### config.mk
export PLATFORM = sky130hd
export DESIGN_NAME = cmd_vlq_parser
export DESIGN_NICKNAME = d
export VERILOG_FILES = /design/src/rtl/cmd_pkg.sv /design/src/rtl/sync_fifo.sv /design/src/rtl/cmd_vlq_parser.sv
export SDC_FILE = /design/constraint.sdc
export NUM_CORES = 1
export LEC_CHECK = 0
export CORE_ASPECT_RATIO = 1.1
export CORE_UTILIZATION = 45
export CTS_BUF_LIST = sky130_fd_sc_hd__clkbuf_8
export DETAILED_ROUTE_END_ITERATION = 12
export GPL_ROUTABILITY_DRIVEN = 0
export PLACE_DENSITY_LB_ADDON = 0.3
export SYNTH_ARGS = -nofsm -noshare
export SYNTH_HDL_FRONTEND = slang
export SYNTH_HIERARCHICAL = 1
export SYNTH_SLANG_ARGS = --single-unit
export TNS_END_PERCENT = 100
### constraint.sdc
create_clock -name clk -period 6.9 [get_ports clk]
set_clock_uncertainty 0.15 [all_clocks]
set_input_delay 1.38 -clock clk [delete_from_list [all_inputs] [get_ports clk]]
set_output_delay 1.38 -clock clk [all_outputs]
set_load 0.01 [all_outputs]
### src/rtl/cmd_pkg.sv
// Shared definitions for the command parser: default widths, well-known
// command ids, parser state and decode error codes, and the VLQ step function.
package cmd_pkg;

    localparam int unsigned CMD_BITS_DFLT = 8;
    localparam int unsigned VLQ_MAX_BYTES = 5;

    localparam logic [7:0] CMD_NOP   = 8'd0;
    localparam logic [7:0] CMD_PWM   = 8'd1;
    localparam logic [7:0] CMD_STEP  = 8'd2;
    localparam logic [7:0] CMD_CFG   = 8'd3;

    typedef enum logic [1:0] {
        S_ID,
        S_ARGS,
        S_PRESENT,
        S_DISCARD
    } state_e;

    typedef enum logic [1:0] {
        E_NONE,
        E_LONG,
        E_UNK,
        E_TRUNC
    } err_e;

    // One VLQ byte folded into the accumulator. The first byte of a value
    // sign-extends from bit 5 when bits 6:5 are both set; continuation bytes
    // shift left by 7 and bits shifted past bit 31 are lost.
    function automatic logic [31:0] vlq_step(input logic [31:0] acc,
                                             input logic        first,
                                             input logic [7:0]  c);
        logic [31:0] v;
        if (first) begin
            v = {25'd0, c[6:0]};
            if (c[6:5] == 2'b11) begin
                v = v | ~32'h0000_001F;
            end
        end else begin
            v = (acc << 7) | {25'd0, c[6:0]};
        end
        return v;
    endfunction

endpackage

### src/rtl/sync_fifo.sv
// Synchronous FIFO with push/pop/clear. Clear wins over push and pop in the
// same cycle. Read data is forced to zero while empty.
module sync_fifo #(
    parameter int unsigned WIDTH = 32,
    parameter int unsigned DEPTH = 8
) (
    input  logic             clk,
    input  logic             rst_n,
    input  logic             push,
    input  logic             pop,
    input  logic             clear,
    input  logic [WIDTH-1:0] wr_data,
    output logic [WIDTH-1:0] rd_data,
    output logic             empty,
    output logic             full
);

    localparam int unsigned AW = (DEPTH > 1) ? $clog2(DEPTH) : 1;

    logic [WIDTH-1:0] mem_q [DEPTH];
    logic [AW:0]      wr_ptr_q, wr_ptr_d;
    logic [AW:0]      rd_ptr_q, rd_ptr_d;
    logic             do_push, do_pop;

    assign empty   = (wr_ptr_q == rd_ptr_q);
    assign full    = (wr_ptr_q[AW] != rd_ptr_q[AW]) && (wr_ptr_q[AW-1:0] == rd_ptr_q[AW-1:0]);
    assign rd_data = empty ? '0 : mem_q[rd_ptr_q[AW-1:0]];
    assign do_push = push && !full && !clear;
    assign do_pop  = pop && !empty && !clear;

    // Pointer next-state: clear rewinds both pointers to the same slot.
    always_comb begin
        wr_ptr_d = wr_ptr_q;
        rd_ptr_d = rd_ptr_q;
        if (clear) begin
            wr_ptr_d = '0;
            rd_ptr_d = '0;
        end else begin
            if (do_push) wr_ptr_d = wr_ptr_q + 1'b1;
            if (do_pop)  rd_ptr_d = rd_ptr_q + 1'b1;
        end
    end

    // Pointer registers.
    always_ff @(posedge clk or negedge rst_n) begin
        if (!rst_n) begin
            wr_ptr_q <= '0;
            rd_ptr_q <= '0;
        end else begin
            wr_ptr_q <= wr_ptr_d;
            rd_ptr_q <= rd_ptr_d;
        end
    end

    // Storage write; contents are don't-care until pushed, so no reset.
    always_ff @(posedge clk) begin
        if (do_push) begin
            mem_q[wr_ptr_q[AW-1:0]] <= wr_data;
        end
    end

endmodule

### src/rtl/cmd_vlq_parser.sv
// Host message parser: decodes a VLQ byte stream into a command id plus args,
// buffers args in a FIFO and presents one command at a time to the consumers.
module cmd_vlq_parser
    import cmd_pkg::*;
#(
    parameter int unsigned        CMD_BITS    = CMD_BITS_DFLT,
    parameter int unsigned        NCMDS       = 16,
    parameter logic [NCMDS*4-1:0] NARGS_TABLE = '0,
    parameter int unsigned        ARG_DEPTH   = 8
) (
    input  logic                clk,
    input  logic                rst_n,
    input  logic [7:0]          in_data,
    input  logic                in_valid,
    input  logic                in_last,
    output logic                in_ready,
    output logic [CMD_BITS-1:0] cmd,
    output logic                cmd_ready,
    output logic [31:0]         arg_data,
    input  logic                arg_advance,
    input  logic                cmd_done,
    output logic                parse_error
);

    localparam int unsigned IDX_W = (NCMDS > 1) ? $clog2(NCMDS) : 1;

    state_e              state_q, state_d;
    logic [31:0]         acc_q, acc_d;
    logic [2:0]          bcnt_q, bcnt_d;
    logic [3:0]          argcnt_q, argcnt_d;
    logic [CMD_BITS-1:0] cmd_q, cmd_d;
    logic                perr_q, perr_d;
    err_e                err;

    logic                accept, val_done, too_long;
    logic [31:0]         vnext;
    logic [NCMDS*4-1:0]  tbl_sh;
    logic [3:0]          nargs;
    logic                fifo_push, fifo_pop, fifo_clear, fifo_empty, fifo_full;

    assign in_ready    = rst_n && (state_q != S_PRESENT);
    assign cmd_ready   = (state_q == S_PRESENT);
    assign cmd         = cmd_q;
    assign parse_error = perr_q;
    assign fifo_pop    = arg_advance && cmd_ready && !fifo_empty;

    // Per-byte VLQ datapath and arg-count lookup for the value just completed.
    always_comb begin
        accept   = in_valid && in_ready;
        val_done = !in_data[7];
        too_long = (bcnt_q == 3'(VLQ_MAX_BYTES));
        vnext    = vlq_step(acc_q, (bcnt_q == '0), in_data);
        tbl_sh   = NARGS_TABLE >> {vnext[IDX_W-1:0], 2'b00};
        nargs    = tbl_sh[3:0];
    end

    // Parser FSM next-state, FIFO control and error classification.
    always_comb begin
        state_d    = state_q;
        acc_d      = acc_q;
        bcnt_d     = bcnt_q;
        argcnt_d   = argcnt_q;
        cmd_d      = cmd_q;
        err        = E_NONE;
        fifo_push  = 1'b0;
        fifo_clear = 1'b0;

        unique case (state_q)
            S_ID, S_ARGS: begin
                if (accept) begin
                    // Every accepted byte either extends or closes a value,
                    // so the accumulator restarts on any outcome except extend.
                    acc_d  = '0;
                    bcnt_d = '0;
                    if (too_long) begin
                        err        = E_LONG;
                        fifo_clear = 1'b1;
                        state_d    = in_last ? S_ID : S_DISCARD;
                    end else if (!val_done) begin
                        if (in_last) begin
                            err        = E_TRUNC;
                            fifo_clear = 1'b1;
                            state_d    = S_ID;
                        end else begin
                            acc_d  = vnext;
                            bcnt_d = bcnt_q + 3'd1;
                        end
                    end else if (state_q == S_ID) begin
                        if (vnext >= NCMDS) begin
                            err        = E_UNK;
                            fifo_clear = 1'b1;
                            state_d    = in_last ? S_ID : S_DISCARD;
                        end else begin
                            cmd_d = vnext[CMD_BITS-1:0];
                            if (nargs == '0) begin
                                state_d = S_PRESENT;
                            end else if (in_last) begin
                                // Message ended before any of the args arrived.
                                err        = E_TRUNC;
                                fifo_clear = 1'b1;
                                state_d    = S_ID;
                            end else begin
                                argcnt_d = nargs;
                                state_d  = S_ARGS;
                            end
                        end
                    end else begin
                        argcnt_d = argcnt_q - 4'd1;
                        if (argcnt_q == 4'd1) begin
                            fifo_push = !fifo_full;
                            state_d   = S_PRESENT;
                        end else if (in_last) begin
                            err        = E_TRUNC;
                            fifo_clear = 1'b1;
                            state_d    = S_ID;
                        end else begin
                            fifo_push = !fifo_full;
                        end
                    end
                end
            end
            S_PRESENT: begin
                if (cmd_done) begin
                    fifo_clear = 1'b1;
                    state_d    = S_ID;
                end
            end
            S_DISCARD: begin
                if (accept && in_last) begin
                    state_d = S_ID;
                end
            end
            default: state_d = S_ID;
        endcase

        perr_d = (err != E_NONE);
    end

    // Parser state registers.
    always_ff @(posedge clk or negedge rst_n) begin
        if (!rst_n) begin
            state_q  <= S_ID;
            acc_q    <= '0;
            bcnt_q   <= '0;
            argcnt_q <= '0;
            cmd_q    <= '0;
            perr_q   <= 1'b0;
        end else begin
            state_q  <= state_d;
            acc_q    <= acc_d;
            bcnt_q   <= bcnt_d;
            argcnt_q <= argcnt_d;
            cmd_q    <= cmd_d;
            perr_q   <= perr_d;
        end
    end

    sync_fifo #(
        .WIDTH (32),
        .DEPTH (ARG_DEPTH)
    ) u_arg_fifo (
        .clk     (clk),
        .rst_n   (rst_n),
        .push    (fifo_push),
        .pop     (fifo_pop),
        .clear   (fifo_clear),
        .wr_data (vnext),
        .rd_data (arg_data),
        .empty   (fifo_empty),
        .full    (fifo_full)
    );

endmodule

# Word-level counts from Yosys, hierarchy flattened
# Memory sizes are Yosys's and may differ from the RTL's.
# Cells that the tools add are included.
# word_totals
reg_bits	51
ram_bits	256
in_bits	14
output_inout_bits	43
word_cells	117
memories	1
# memory_table
memory	depth	width	rd	rd_ports_with_merged_regs	wr	line	text
u_arg_fifo.mem_q	8	32	1	0	1	sync_fifo.sv:20	logic [WIDTH-1:0] mem_q [DEPTH];
# op_classes
addsub	4
n_lt_le_gt_ge	1
eq_ne	16
n_shift	1
n_mux	58
bitwise_logic	4
reduce_logical	24
# ops
op	count
$mux W32	3
$mux W25	3
$mux W2	20
$ge A32 B5 Y1 const B	1
$mux W4	8
$or A32 B7 Y32	1
$mux W1	19
$ne A2 B2 Y1 const B	6
$logic_and A1 B1 Y1	10
$mux W3	3
$add A4 B1 Y4 const B	2
$reduce_and A7 Y1	1
$eq A2 B2 Y1 const B	3
$pmux W2 S3	1
$reduce_and A6 Y1	1
$reduce_bool A2 Y1	3
$shr A1 B6 Y4 const A	1
$eq A4 B1 Y1 const B	1
$eq A4 B4 Y1	1
$logic_not A4 Y1	1
$sub A4 B1 Y4 const B	1
$add A3 B1 Y3 const B	1
$eq A3 B3 Y1	1
$eq A3 B3 Y1 const B	1
11 further kinds	15

# Depth between registers and ports, before layout
# depth
word_depth	16
mapped_depth	12
depth_no_buf	10

# Cells and area by module
# The synthesis kept the hierarchy.
# by_module_without_submodules
module	n_inst	cells_per_inst	area_per_inst_um2	seq_area_each_um2
sync_fifo	1	485	10486.3	7887.6
cmd_vlq_parser	1	224	2167.1	1076.0

# Worst setup path after synthesis
# Ideal clock, no wire load.
# synth_timing
path_kind	input -> register
from	input port in_valid
to	memory u_arg_fifo.mem_q[0][0], enable pin
setup_time_ps	513
arrival_ps	6123
required_ps	6237
setup_slack_ps	114
path_stages	6
n_path_buf	0
cell_sequence	nand2_1 nor2_1 nand3_1 a211oi_1 nor3b_1 nor4b_1
# synth_via
elab_chain_len	7
word_cells_on_any_way	10
cone_classes	mux: 6; reduce/logical: 4
# synth_lines
element	line	text
start: declaration	cmd_vlq_parser.sv:14	input logic in_valid,
$logic_and A1 B1 Y1	cmd_vlq_parser.sv:49	accept = in_valid && in_ready;
$mux W1	cmd_vlq_parser.sv:70	if (accept) begin
$mux W1	cmd_vlq_parser.sv:68	unique case (state_q)
net fifo_push	cmd_vlq_parser.sv:39	logic fifo_push, fifo_pop, fifo_clear, fifo_empty, fifo_full;
$logic_and A1 B1 Y1 (2 in a row)	sync_fifo.sv:28	assign do_push = push && !full && !clear;
$mux W1	sync_fifo.sv:57	if (do_push) begin
$mux W1 (implied by the code)	sync_fifo.sv:58	mem_q[wr_ptr_q[AW-1:0]] <= wr_data;
end: declaration	sync_fifo.sv:20	
# The timed path passes the listed nets, and every way through them passes these cells.

# Worst setup path in the final report
# layout_timing
from	register u_arg_fifo.rd_ptr_q[2]
to	output port arg_data[28]
# layout_via
elab_chain_len	2
word_cells_on_any_way	3
cone_classes	eq/ne: 1; mux: 1; memory: 1
# layout_lines
element	line	text
start: declaration	sync_fifo.sv:22	logic [AW:0] rd_ptr_q, rd_ptr_d;
start signal: assignment	sync_fifo.sv:51	rd_ptr_q <= rd_ptr_d;
$eq A4 B4 Y1	sync_fifo.sv:25	assign empty = (wr_ptr_q == rd_ptr_q);
net fifo_empty	cmd_vlq_parser.sv:39	
$mux W32	sync_fifo.sv:27	assign rd_data = empty ? '0 : mem_q[rd_ptr_q[AW-1:0]];
end: declaration	cmd_vlq_parser.sv:19	output logic [31:0] arg_data,
# The timed path passes the listed nets, and every way through them passes these cells.

==> results.md <==
- Row count: 64
- Power per cell area: 305 nW/um^2
- Placed cell area: 13600 sq um
- Drt pass-1 iters: 6
- Vias/cell: 5.56
- Netlist area before placement: 12700 sq um
- Seq cells post-synth: 307
- Ys async rst share: 16.6%
- TritonCTS Buffers: 48
- CTS tree: yes
- Worst-Margin Slew: 1.14 ns
- Initial Utilization: 45.7%
- R2R depth: 7
- Worst Hold Depth: 1
- Remaining DRCs: 0
- Startpoint types: flop
- Clock Path Buffers: 3
- Largest area contributor in the netlist: edfxtp_1
- VDD IR max: 0.000143 V
- Post-synthesis cell type count: 62
- M3 GR Usage: 2.87%
- Status: finished, final reports clean
- Worst-path fanout max: 37
- Clk_lat worst skew: 0.56 ns
- Initial antenna violation count: 0
- Relative slew slack: 23.5%
- Routed wire length: 25200 um
- Antenna diodes: 0
- Clock Sinks: 307
- Cells after synthesis: 709
- Post-synthesis mux area share: 15.1%
- Iteration-0 DRC Markers: 438
- Number of global-route vias before repair: 7007
- Setup TNS: 0 ns
- First-pass GRT wire length: 40000 um
- Post-synth top area share: 60.8%
- Hold buffer count at CTS: 0
- Flop2flop setup slack: 2.85 ns
- Core region area: 27700 sq um
- Yosys warns: 6
- Gr ovfl total: 0
- Final period utilization: 76.5%
- Die Y: 178 um
- Synth Area in Adders: 0.692%
- Most numerous cell in the Yosys netlist: edfxtp_1
- Sequential area share after synthesis: 70.8%
- Final count of negative-setup-slack endpoints: 0
- Finished Cell Area: 14500 sq um
- Hold Vio Cnt, Final: 0
- Synth Area in Compound Gates: 3.60%
- Worst Path Required: 5.37 ns
- Area Overhead vs Synth: 14.8%
- Post-CTS setup buffers: 0
- Largest net degree at the start of global routing: 69
- CP endpoint kind: primary output
- Worst EP arrival: 3.75 ns
- Min-delay worst type: flop to flop
- Fmax: 190 MHz
- Setup CP Type: flop to primary output
- Final slew viol count: 0
- Avg Synthesized Cell Area: 17.8 sq um
- Post-Synth XOR/XNOR Area: 1.09%
- Final Critical Period: 5.28 ns
- Net count after synthesis: 730
- Ys flop type: edfxtp_1
- Die ar.: 28800 sq um
- Maxcap violations: 0
- Root Buffer: clkbuf_8
- EDFF count, synth: 256
- # resized after CTS: 0
- Clock slew at reported path FFs: 0.06 ns
- Synth top area cells: edfxtp_1 (61%), mux4_2 (11%), dfrtp_1 (10%)
- Routing usage on met1: 23.3%
- H-tree depth: 2
- Port Buf Inserts: 56
- Largest family of logic cells by synthesized area: multiplexers
- Layout cells sized above 1: 21.9%
- Dpl hpwl: 14700 um
- Commonest cells in the netlist: edfxtp_1 (256), nor2_1 (95), mux4_2 (64), dfrtp_1 (51), mux2i_1 (36)
- GRT Max-Usage Layer: met2
- Routed vias: 6590
- RSZ-0062 raised after global routing: false
- LEAKAGE: 4.90 nW
- Number of I/O pins: 57
- Nets: 807
- Total Routing Usage GR: 18.5%
- Simple-gate share of the synthesized area: 6.56%
- DIE WIDTH: 162 um
- Drt wl/cell: 21.3 um
- Routed Antenna Nets: 0
- M2 GR Usage: 32.0%
cell type report:
type	count	area (sq um)
sequential	307	8970
tap	363	454
fill	2258	13200
timing repair buffer	71	668
clock inverter	33	190
inverter	7	26.3
clock buffer	54	743
multi-input combinational	351	3470
power breakdown:
group          total [mW]  internal [mW]  switching (mW)  leakage (nW)
Sequential           2.31           2.25          0.0593          3.00
Clock                1.46          0.791           0.673         0.559
Combinational       0.647          0.207           0.441          1.34
through the flow:
step / total power [mW] / instances / hold WS (ns) / setup slack (ns) / utilization [%]
global placement: 2.97 / 1099 / 0.331 / 1.81 / 49.0
finish: 4.42 / 1186 / 0.343 / 1.62 / 52.4
detailed placement: 3.00 / 1099 / 0.336 / 1.66 / 49.0
global route: 4.62 / 1186 / 0.364 / 1.39 / 52.4
floorplan: 2.73 / 709 / 0.314 / 0.114 / -
CTS: 4.47 / 1186 / 0.346 / 1.53 / 52.4
critical path, cell delays in order (launching register included):
cell             delay, ns
dfrtp_2               0.34
buf_4                 0.60
xor2_2                0.29
nor4_4                0.90
buf_4                 0.42
nor2_1                0.11
clkdlybuf4s50_1       0.49
cell families after synthesis:
logic type	Yosys count
AO/OA/AOI/OAI	56
XOR/XNOR	11
adder cells (fa/ha/maj)	7
buffers and inverters	51
flip-flops	307
multiplexers	109
AND/OR/NAND/NOR	168
layer usage:
metal | up-vias | wire (um)
li1 | 2933 | -
met1 | 3420 | 10400
met3 | 62 | 1100
met4 | 0 | 775
met2 | 175 | 13000
met5 | - | 0
sequential cells by signal (all words and copies together), names as in the netlist:
register,flops
u_arg_fifo/mem_q,256
acc_q,25
cmd,8
argcnt_q,4
u_arg_fifo/rd_ptr_q,4
u_arg_fifo/wr_ptr_q,4
bcnt_q,3
state_q,2
parse_error,1
cell usage in the layout, fill, tap and decap left out, drive strengths merged, types with 2 or more instances in the layout:
cell type,instances
mux4,64
buf,16
nor2b,8
clkbuf,54
nor3b,4
or2,2
nand4,5
xnor2,6
ha,7
mux2,9
and2,5
a21oi,6
clkinv,8
nand2,17
o21ai,8
nor4,10
edfxtp,256
mux2i,36
bufinv,2
nor3,8
o21a,2
nor2,95
a22o,24
inv,29
xor2,5
a41oi,2
nand3,2
o41a,2
nand2b,5
dfrtp,51
clkdlybuf4s50,55
path summary, 6_finish.rpt:
kind                                         from                      end
setup / recovery           u_arg_fifo/rd_ptr_q[2]             arg_data[28]
hold reg to reg                            cmd[4]                   cmd[4]
min in group asynchronous                   rst_n                   cmd[0]
hold / removal                             cmd[4]                   cmd[4]
setup reg to reg           u_arg_fifo/rd_ptr_q[2]  u_arg_fifo/mem_q[6][27]
max in group asynchronous                   rst_n   u_arg_fifo/rd_ptr_q[0]
(Power assumes the default switching activity.)
